<file path="src/rtl/uart_tx_arb.sv">
// Round-robin arbiter that shares one uart_tx among NREQ byte producers, each
// with a one-byte holding register, and drives the transmitter's write handshake.
module uart_tx_arb #(
  parameter int NREQ        = 4,
  parameter int GNT_W       = 2,
  parameter int ACK_TIMEOUT = 64
) (
  input  logic              clk,
  input  logic              reset,
  input  logic [NREQ-1:0]   req_we,
  input  logic [8*NREQ-1:0] req_data,
  output logic [NREQ-1:0]   req_full,
  output logic [NREQ-1:0]   req_ovf,
  output logic [7:0]        tx_data,
  output logic              tx_we,
  input  logic              tx_ready,
  output logic [GNT_W-1:0]  gnt_id,
  output logic              busy,
  output logic              ack_err
);

  localparam int                 CNT_W    = $clog2(ACK_TIMEOUT);
  localparam logic [CNT_W-1:0]   CNT_LAST = CNT_W'(ACK_TIMEOUT - 1);

  typedef enum logic [1:0] {S_IDLE, S_ISSUE, S_RELEASE, S_WAIT_DONE} state_t;

  state_t            state_q, state_d;
  logic [CNT_W-1:0]  cnt_q, cnt_d;
  logic [GNT_W-1:0]  ptr_q;
  logic [NREQ-1:0]   full_q, full_d;
  logic [NREQ-1:0]   ovf_q, ovf_d;
  logic [NREQ-1:0]   load, grant_oh;
  logic [7:0]        hold_q [NREQ];
  logic [7:0]        tx_data_q;
  logic              tx_we_q, tx_we_d;
  logic [GNT_W-1:0]  gnt_q;
  logic              busy_q;
  logic              ack_q, ack_d;
  logic              grant;
  logic              pick_valid;
  logic [GNT_W-1:0]  pick_idx, cand;

  genvar gi;
  generate
    for (gi = 0; gi < NREQ; gi++) begin : g_lane
      assign grant_oh[gi] = grant && (pick_idx == GNT_W'(gi));
      // A write to a full register still lands if that byte leaves on this edge.
      assign load[gi]     = req_we[gi] && (!full_q[gi] || grant_oh[gi]);
      assign ovf_d[gi]    = req_we[gi] && full_q[gi] && !grant_oh[gi];
      assign full_d[gi]   = load[gi] || (full_q[gi] && !grant_oh[gi]);
    end
  endgenerate

  // Scan downward so the last hit is the nearest index after the pointer.
  always_comb begin
    pick_valid = 1'b0;
    pick_idx   = '0;
    cand       = '0;
    for (int k = NREQ; k >= 1; k--) begin
      cand = GNT_W'((int'(ptr_q) + k) % NREQ);
      if (full_q[cand]) begin
        pick_valid = 1'b1;
        pick_idx   = cand;
      end
    end
  end

  always_comb begin
    state_d = state_q;
    cnt_d   = cnt_q;
    tx_we_d = 1'b0;
    ack_d   = 1'b0;
    grant   = 1'b0;
    case (state_q)
      S_IDLE: begin
        if (pick_valid) begin
          grant   = 1'b1;
          tx_we_d = 1'b1;
          state_d = S_ISSUE;
        end
      end
      S_ISSUE: begin
        cnt_d   = '0;
        state_d = S_RELEASE;
      end
      S_RELEASE: begin
        if (!tx_ready) begin
          state_d = S_WAIT_DONE;
        end else if (cnt_q == CNT_LAST) begin
          ack_d   = 1'b1;
          state_d = S_IDLE;
        end else begin
          cnt_d = cnt_q + 1'b1;
        end
      end
      S_WAIT_DONE: begin
        if (tx_ready) state_d = S_IDLE;
      end
      default: state_d = S_IDLE;
    endcase
  end

  always_ff @(posedge clk) begin
    if (reset) begin
      state_q   <= S_IDLE;
      cnt_q     <= '0;
      ptr_q     <= GNT_W'(NREQ - 1);
      full_q    <= '0;
      ovf_q     <= '0;
      tx_data_q <= 8'h00;
      tx_we_q   <= 1'b0;
      gnt_q     <= '0;
      busy_q    <= 1'b0;
      ack_q     <= 1'b0;
    end else begin
      state_q <= state_d;
      cnt_q   <= cnt_d;
      full_q  <= full_d;
      ovf_q   <= ovf_d;
      tx_we_q <= tx_we_d;
      busy_q  <= (state_d != S_IDLE);
      ack_q   <= ack_d;
      if (grant) begin
        tx_data_q <= hold_q[pick_idx];
        gnt_q     <= pick_idx;
        ptr_q     <= pick_idx;
      end
    end
  end

  // Byte storage needs no reset: req_full alone says whether it is valid.
  always_ff @(posedge clk) begin
    for (int i = 0; i < NREQ; i++) begin
      if (load[i]) hold_q[i] <= req_data[8*i +: 8];
    end
  end

  assign req_full = full_q;
  assign req_ovf  = ovf_q;
  assign tx_data  = tx_data_q;
  assign tx_we    = tx_we_q;
  assign gnt_id   = gnt_q;
  assign busy     = busy_q;
  assign ack_err  = ack_q;

endmodule

</file>
<file path="config.mk">
export PLATFORM = sky130hd
export DESIGN_NAME = uart_tx_arb
export DESIGN_NICKNAME = d
export VERILOG_FILES = /design/src/rtl/uart_tx_arb.sv
export SDC_FILE = /design/constraint.sdc
export NUM_CORES = 1
export LEC_CHECK = 0
export CORE_MARGIN = 2
export CORE_UTILIZATION = 32
export DETAILED_ROUTE_END_ITERATION = 10
export PLACE_DENSITY = 0.6
export SETUP_SLACK_MARGIN = 0.1
export SLEW_MARGIN = 30
export SYNTH_ARGS = -nofsm -noshare
export SYNTH_HDL_FRONTEND = slang
export SYNTH_SLANG_ARGS = --single-unit
</file>
<file path="constraint.sdc">
create_clock -name clk -period 2.5 [get_ports clk]
set_input_delay 0.625 -clock clk [delete_from_list [all_inputs] [get_ports clk]]
set_output_delay 0.625 -clock clk [all_outputs]
set_load 0.05 [all_outputs]
</file>
==> summary.txt, run 1 <==
Status
  • Status: finished clean

Floorplan
  • Core Area: 0.007253 sq mm
  • Die Span Y: roughly 90 microns
  • Die Area: 0.008212 sq mm
  • Num rows: 31
  • IO Pins: 60
  • Starting Density: 0.3310
  • Die Width: around 90 microns

Routing
  • Wire per inst: roughly 14 microns
  • Total routed wirelength: just over 5 mm
  • Routed Antenna Nets: 0
  • DR pass1 iterations: 4
  • # DRC: 0
  • Initial DRC Count: between 60 and 70
  • Via count: 1,649
  • Vias per cell: ~4.6

Power and ir drop
  • Power Internal: 1806 uW
  • Sequential fraction of design power: 0.480
  • Peak supply drop: around 370 uV
  • Leak pwr: 0.001173 uW
  • Switch Pwr: just over 800 uW
  • Switching Share: 0.3126
  • Combinational share of power: 0.245
  • Clock network power share: 0.275
  • Pwr dens: roughly 800 mW/mm^2

Setup path
  • CP max stage delay: 860 ps
  • Slowest-stage cell, CP: clkdlybuf4s50_1
  • WP data required: around 1900 ps
  • Cell family with most CP delay: buffers and inverters
  • CP endpoint kind: primary output
  • Startpoint Class: flip-flop
  • Reg2Reg Setup Slack: approximately 280 ps
  • Cells along the critical path: clkdlybuf4s50_1
  • Worst Path Class, Setup: reg2out
  • Crit-path max FO: 5
  • Arr. time, crit path: around 1600 ps
  • Worst setup startpoint: req_full[2]$_SDFF_PP0_
  • Worst Path Buf+Inv: 1
  • Reg-to-reg startpoint: req_full[2]$_SDFF_PP0_

Yosys
  • XOR/XNOR share of the synthesized area: 0.01094
  • Yosys warning total: 0
  • Post-synthesis sequential area ratio: 0.6587
  • Main combinational cell family by area after synthesis: compound AO/OA/AOI/OAI gates
  • Syn nets: between 200 and 250
  • Synth Area in Compound Gates: 0.1204
  • Mux contribution to synthesized area: 0.07504
  • Library cells used by synthesis: 38
  • Post-Synth Adder-Cell Area: 0.005211
  • Cells after Synth: between 150 and 200
  • Main synth FF type: edfxtp_1
  • Synthesized flop and latch total: 63
  • Simple-gate share of the synthesized area: 0.1058
  • Number of synthesized flops with an enable pin: 32
  • Fraction of registers with async set/reset: 0
  • Synthesized cell area: 0.002401 sq mm
  • Syn avg cell area: ~13 sq um

GRT
  • Vias in the first global route: 1,707
  • Antenna violations before repair: 0
  • Total grt overflow: 0
  • Largest net degree at the start of global routing: 21
  • Gr usage total: 0.1321
  • First-pass GRT wire length: approximately 8.2 mm

Placement
  • Port Buffers: 59
  • Gpl congestion: 0.8082
  • Pre-CTS WS: 252.2 ps
  • Placed insts: between 300 and 400
  • Post-DP HPWL: around 3.7 mm

STA
  • Final hold viol count: 0
  • F_max: 447.0 MHz
  • RSZ-0062 raised after global routing: no
  • Post-Route Setup TNS: 0 ps
  • Skew final: approximately 12 ps
  • Max-slew violations: 0
  • Worst slew margin: 0.6465
  • Final Cycle Share: 0.8949
  • Endpoints failing setup: 0
  • Tmin final: about 2200 ps
  • Post-route setup slack: around 260 ps
  • Worst slew pin tran: between 500 and 600 ps

Finish
  • Layout fillers: just under 700
  • N_diodes: 0
  • Syn-to-layout area delta: 37.10%
  • Nets: about 290
  • Post-Layout Cell Count: 357
  • Share of layout cells above drive strength 1: 0.1008

Flow run
  • Max Cap Viol: 0

CTS
  • Root Buffer: clkbuf_8
  • Sinks on the clock net: 63
  • H-tree depth: 3
  • CTS buffer count: 9
  • Clk_lat worst skew: 340 ps
  • Worst-path clk slew: 70 ps
  • CTS tree: yes
  • CTS max path bufs: 2
  • Postcts setup bufs: 0

Worst hold path
  • HP Class: reg2reg
  • Hold_sp: gnt_id[1]$_SDFFE_PP0P_
state kept, by name (all words and copies together), names as in the netlist, 2 cells and up:
signal,flops
cnt_q,6
gnt_id,2
hold_q,32
ptr_q,2
req_full,4
req_ovf,4
state_q,2
tx_data,8
power groups by stage:
stage	combinational, uW	clock (uW)	sequential (uW)
global placement	644	0	1280
detailed placement	647	0	1280
global route	691	788	1270
floorplan	247	0	1430
CTS	650	753	1260
finish	643	724	1260
layer usage:
layer	share of wire	vias to the layer above	global-route usage
li1	-	831	-
met1	0.45	754	0.1638
met2	0.46	51	0.1996
met3	0.058	13	0.04925
met4	0.029	0	0.07051
met5	0	-	0
stage by stage:
stage / util / instance area [sq um] / total power [uW] / hold slack (ps)
after floorplan: - / 2405 / 1681 / 469.9
after global placement: 0.4321 / 3134 / 1927 / 464.7
after detailed placement: 0.4321 / 3134 / 1931 / 470.0
after CTS: 0.4537 / 3291 / 2665 / 478.3
after global routing: 0.4539 / 3292 / 2753 / 508.9
final: 0.4539 / 3292 / 2627 / 470.3
worst reg2reg max path, cell delays in order (launching register included):
cell and delay, ps:
dfxtp_1 410, nor2_2 100, a211o_4 340, a2111o_1 460, o21ai_1 210, and2_1 380
cell type report:
class / count / area (sq um) / area share
flip-flops and latches: 63 / 1585 / 0.4816
multi-input cells: 109 / 775.7 / 0.2357
repair buffers: 64 / 628.1 / 0.1908
clock buffers: 11 / 131.4 / 0.03991
well taps: 99 / 123.9 / 0.03763
clock inverters: 5 / 25.02 / 0.007602
inverters: 6 / 22.52 / 0.006841
worst paths after layout:
kind,end,cells after the start
min reg2reg,gnt_id[1]$_SDFFE_PP0P_,2
min,gnt_id[1]$_SDFFE_PP0P_,2
max reg2reg,hold_q[2][6]$_DFFE_PP_,5
max,req_full[2],1
placed cells by master, fill, tap and decap left out, types with 5 or more instances in the layout:
cell type,n
inv_1,6
dfxtp_1,28
nor3_1,6
buf_4,5
nand2_1,8
nand3b_1,9
o221ai_1,8
clkbuf_8,9
edfxtp_1,32
a21oi_1,8
mux2i_1,18
nor2_1,12
clkdlybuf4s50_1,59
cells by family (layout without fill, tap and decap cells):
kind of cell | Yosys count | after routing
mux | 18 | 18
buf+inv | 13 | 86
simple gates | 48 | 48
flops | 63 | 63
xor+xnor | 3 | 3
fa+ha+maj | 1 | 1
compound gates | 39 | 39
what timing repair did:
item | 4_1_cts | 5_1_grt
resized for setup | 0 | 1
setup endpoints to repair | 0 | 8
hold buffers | 0 | 0
Yosys cell counts (2+ instances only):
library cell   n  area share
edfxtp_1      32        0.40
dfxtp_1       31        0.26
mux2i_1       18       0.075
nor2_1        12       0.019
nand3b_1       9       0.028
a21oi_1        8       0.017
nand2_1        8       0.013
o221ai_1       8       0.029
inv_1          6      0.0094
nor3_1         6       0.013
clkbuf_1       5      0.0078
and2_1         4       0.010
o2111ai_1      3       0.011
o21ai_1        3      0.0063
xor2_1         3       0.011
a211oi_1       2      0.0063
a31oi_1        2      0.0052
nor2b_1        2      0.0052
o21a_1         2      0.0063
o31ai_1        2      0.0063
or2_2          2      0.0052
Note: power is estimated with default switching activity, not from simulation.
==> inputs of run 2 (changes only) <==
SETUP_SLACK_MARGIN = not set   (was 0.1)
==> summary.txt, run 2 (synthesis results as in run 1) <==
Setup path
  • Worst Path Buf+Inv: 1
  • Startpoint Class: flip-flop
  • FF-to-FF End: hold_q[2][5]$_DFFE_PP_
  • CP max stage delay: 870 ps
  • R2R cell count: 5
  • Worst setup path end: req_full[3]
  • Worst Path Class, Setup: reg2out
  • Cells along the critical path: clkdlybuf4s50_1
  • Crit-path max FO: 7
  • Reg2Reg Setup Slack: 230 ps
  • Worst setup startpoint: req_full[3]$_SDFF_PP0_
  • Reg-to-reg startpoint: req_full[3]$_SDFF_PP0_
  • CP endpoint kind: primary output
  • Arr. time, crit path: roughly 1700 ps
  • Slowest-stage cell, CP: clkdlybuf4s50_1
  • WP data required: around 1900 ps
  • Cell family with most CP delay: buffers and inverters
  • CP Depth: 1

CTS
  • Sinks on the clock net: 63
  • Postcts setup bufs: 0
  • Clk_lat worst skew: 340 ps
  • Worst-path clk slew: roughly 70 ps
  • Root Buffer: clkbuf_8
  • CTS tree: yes
  • H-tree depth: 3
  • CTS max path bufs: 2
  • CTS buffer count: 9

Power and ir drop
  • Pwr dens: about 810 mW/mm^2
  • Sequential fraction of design power: 0.472
  • Switch Pwr: about 850 uW
  • Peak supply drop: between 300 and 400 uV
  • Combinational share of power: 0.242
  • Power Internal: between 1500 and 2000 uW
  • Switching Share: 0.3205
  • Clock network power share: 0.286
  • Leak pwr: approximately 0.0012 uW

Finish
  • Layout fillers: 697
  • Post-Layout Cell Count: around 360
  • Most common cell after layout, fill and taps aside: clkdlybuf4s50_1
  • N_diodes: 0
  • Nets: between 200 and 300
  • Most frequent cells in the layout: clkdlybuf4s50_1 (59), edfxtp_1 (32), dfxtp_1 (31), mux2i_1 (18), nor2_1 (12)
  • Syn-to-layout area delta: 37.57%
  • Share of layout cells above drive strength 1: 0.1008
  • Max reg flops: 32
  • Largest Register: hold_q

Floorplan
  • Die Span Y: about 91 microns
  • Core Area: 0.007253 sq mm
  • Starting Density: 0.3310
  • Num rows: 31
  • Die Area: 0.008212 sq mm
  • IO Pins: 60
  • Die Width: slightly above 90 microns

Worst hold path
  • Hold_sp: gnt_id[1]$_SDFFE_PP0P_
  • HP Class: reg2reg

STA
  • RSZ-0062 raised after global routing: no
  • Post-Route Setup TNS: 0 ps
  • Max-slew violations: 0
  • Tmin final: between 2000 and 2500 ps
  • Final hold viol count: 0
  • Endpoints failing setup: 0
  • Worst slew margin: 0.6438
  • Worst slew pin tran: approximately 530 ps
  • Final Cycle Share: 0.9122
  • F_max: 438.5 MHz
  • Skew final: 11.07 ps

Routing
  • DR pass1 iterations: 4
  • Wire per inst: between 10 and 15 microns
  • Vias per cell: 4.636
  • Routed Antenna Nets: 0
  • Initial DRC Count: between 80 and 90
  • Total routed wirelength: between 5 and 6 mm
  • # DRC: 0
  • Via count: about 1.7k

Placement
  • Gpl congestion: 0.7952
  • Port Buffers: 59
  • Placed insts: 341
  • Post-DP HPWL: between 3 and 4 mm

GRT
  • Total grt overflow: 0
  • Gr usage total: 0.1329
  • Antenna violations before repair: 0
  • Vias in the first global route: around 1.7k
  • First-pass GRT wire length: between 8 and 9 mm
  • Largest net degree at the start of global routing: 27

Status
  • Status: finished clean

Flow run
  • Max Cap Viol: 0
run 2: how the worst min path moves through the flow:
| stage | endpoint | cells past startpoint | slack, ps |
|---|---|---|---|
| after detailed placement | gnt_id[1]$_SDFFE_PP0P_ | 2 | 450 |
| after floorplan | ack_err$_SDFF_PP0_ | 2 | 470 |
| after global placement | gnt_id[1]$_SDFFE_PP0P_ | 2 | 470 |
| after global routing | gnt_id[1]$_SDFFE_PP0P_ | 2 | 490 |
| final | gnt_id[1]$_SDFFE_PP0P_ | 2 | 460 |
| after CTS | gnt_id[1]$_SDFFE_PP0P_ | 2 | 460 |
run 2: layout make-up:
type                       count  area [sq um]  area share
clock buffer                   9         123.9     0.03750
clock inverter                 7         47.55     0.01439
inverter                       6         22.52    0.006818
multi-input combinational    109         775.7      0.2348
sequential                    63          1582      0.4788
tap                           99         123.9     0.03750
timing repair buffer          64         628.1      0.1902
run 2: power by group through the flow:
stage	registers [uW]	logic [uW]	clock network, uW
3_5_place_dp	1280	648	0
6_report	1260	644	763
4_1_cts	1260	651	792
5_1_grt	1270	689	840
3_3_place_gp	1280	644	0
2_1_floorplan	1430	247	0
run 2: layer usage:
metal / wire, microns / vias up / track usage
met5: 0 / - / 0
li1: - / 827 / -
met2: 2406 / 56 / 0.2046
met4: 65 / 0 / 0.04231
met1: 2232 / 765 / 0.1668
met3: 378 / 7 / 0.06010
run 2: per-stage QoR:
| stage | utilization | instance area [sq um] | total power, uW | setup WS, ps | hold slack (ps) |
|---|---|---|---|---|---|
| after floorplan | - | 2401 | 1680 | 51.81 | 469.9 |
| after CTS | 0.4552 | 3302 | 2700 | 151.8 | 462.4 |
| final | 0.4554 | 3303 | 2665 | 219.4 | 460.8 |
| after global placement | 0.4316 | 3131 | 1924 | 226.8 | 466.8 |
| after detailed placement | 0.4316 | 3131 | 1928 | 189.3 | 453.8 |
| after global routing | 0.4554 | 3303 | 2800 | 13.75 | 485.3 |
run 2: repair_timing:
| item | in CTS | in global routing |
|---|---|---|
| gates resized for setup | 0 | 1 |
| setup endpoints to repair | 0 | 4 |
| hold buffers | 0 | 0 |
==> inputs of run 3 (changes only) <==
clock period = 2.36 ns   (was 2.5 ns; I/O delays follow)
==> summary.txt, run 3 (synthesis results as in run 1) <==
Status
  • Status: finished clean

Power and ir drop
  • Leak pwr: 0.001177 uW
  • Peak supply drop: 392.3 uV
  • Pwr dens: between 800 and 900 mW/mm^2
  • PnR Total Power: 2803 uW

Routing
  • Total routed wirelength: 5.112 mm
  • Vias per cell: 4.672
  • Initial DRC Count: around 120
  • # DRC: 0
  • DR pass1 iterations: 4
  • Wire per inst: 14.32 microns
  • Via count: 1,668
  • Routed Antenna Nets: 0

Placement
  • Gpl congestion: roughly 0.82
  • Post-DP HPWL: about 3.8 mm
  • DP Area: about 0.0031 sq mm
  • Port Buffers: slightly below 60

Setup path
  • Worst Path Class, Setup: reg2reg
  • WP data required: approximately 2400 ps
  • FF-to-FF End: hold_q[3][3]$_DFFE_PP_
  • CP endpoint kind: flip-flop
  • R2R cell count: 5
  • Arr. time, crit path: around 2200 ps
  • Crit-path max FO: 8
  • Reg-to-reg startpoint: req_full[3]$_SDFF_PP0_
  • Reg2Reg Setup Slack: 130 ps
  • Worst setup startpoint: req_full[3]$_SDFF_PP0_
  • Startpoint Class: flip-flop

CTS
  • Worst-path clk slew: about 70 ps
  • Sinks on the clock net: 63
  • CTS tree: yes
  • H-tree depth: 3
  • CTS buffer count: 9
  • Root Buffer: clkbuf_8
  • Clk_lat worst skew: about 340 ps
  • CTS max path bufs: 2

STA
  • Max-slew violations: 0
  • Worst slew pin tran: approximately 560 ps
  • RSZ-0062 raised after global routing: no
  • Final Cycle Share: 0.9432
  • Post-Route Setup TNS: 0 ps
  • Final hold viol count: 0
  • Hold Slack: approximately 460 ps
  • Worst slew margin: 0.6279
  • F_max: between 400 and 500 MHz
  • Tmin final: 2226 ps
  • Skew final: between 10 and 15 ps
  • Endpoints failing setup: 0

Finish
  • Fin area: roughly 0.0033 sq mm
  • Largest Register: hold_q
  • Share of layout cells above drive strength 1: 0.1163
  • Most common cell after layout, fill and taps aside: clkdlybuf4s50_1
  • Nets: 293
  • N_diodes: 0
  • Max reg flops: 32
  • Syn-to-layout area delta: 37.57%
  • Layout fillers: roughly 700
  • Most frequent cells in the layout: clkdlybuf4s50_1 (59), edfxtp_1 (32), dfxtp_1 (27), mux2i_1 (18), nor2_1 (12)

Worst hold path
  • Hold Path End: gnt_id[1]$_SDFFE_PP0P_
  • HP Class: reg2reg
  • Hold path cells: 2
  • Hold_sp: gnt_id[1]$_SDFFE_PP0P_

Floorplan
  • Core Area: 0.007253 sq mm
  • Starting Density: 0.3310
  • Die Span Y: between 90 and 100 microns
  • Num rows: 31
  • Die Area: 0.008212 sq mm
  • Die Width: slightly above 90 microns
  • IO Pins: 60

Flow run
  • Max Cap Viol: 0

GRT
  • Total grt overflow: 0
  • Largest net degree at the start of global routing: 27
  • Antenna violations before repair: 0
  • First-pass GRT wire length: ~8.3 mm
  • Gr usage total: 0.1319
  • Vias in the first global route: ~1.7k
run 3: timing repair:
item,in CTS,in global routing
gates resized for setup,0,1
buffers inserted,0,0
hold buffers,0,0
setup endpoints to repair,0,3
run 3: final cells by class:
| type | instances | area [sq um] | share of cell area |
|---|---|---|---|
| clock inverters | 6 | 38.79 | 0.01174 |
| inverters | 6 | 22.52 | 0.006818 |
| multi-input cells | 109 | 775.7 | 0.2348 |
| repair buffers | 64 | 628.1 | 0.1902 |
| flip-flops and latches | 63 | 1587 | 0.4803 |
| well taps | 99 | 123.9 | 0.03750 |
| clock buffers | 10 | 127.6 | 0.03864 |
run 3: metal layers:
metal,global-route usage,up-vias,wire (microns)
li1,-,832,-
met1,0.1647,766,2275
met2,0.2052,61,2419
met3,0.05593,9,325
met4,0.04487,0,92
met5,0,-,0
run 3: stage by stage:
step,util,std cells,worst slack [ps]
after global routing,0.4554,357,20.08
after global placement,0.4323,341,167.0
after CTS,0.4552,357,111.8
after detailed placement,0.4323,341,119.6
final,0.4554,357,134.1
after floorplan,-,185,128.4
run 3: worst max path at each step:
stage	depth (start not counted)	endpoint	slack (ps)
after floorplan	5	hold_q[2][0]$_DFFE_PP_	130
after global placement	5	hold_q[3][0]$_DFFE_PP_	170
after detailed placement	5	hold_q[3][7]$_DFFE_PP_	120
after CTS	5	hold_q[3][4]$_DFFE_PP_	110
after global routing	5	hold_q[3][3]$_DFFE_PP_	20
final	5	hold_q[3][3]$_DFFE_PP_	130
run 3: critical path, stage by stage (launching register included):
cell and delay [ps]:
dfxtp_2 390, nor2_2 90, a211o_4 340, a2111o_1 460, o21ai_1 220, and2_1 390
run 3: report_power, final:
group / switching [uW] / internal, uW
clock network: 407 / 376
logic: 410 / 275
registers: 67.4 / 1270
total: 883 / 1920
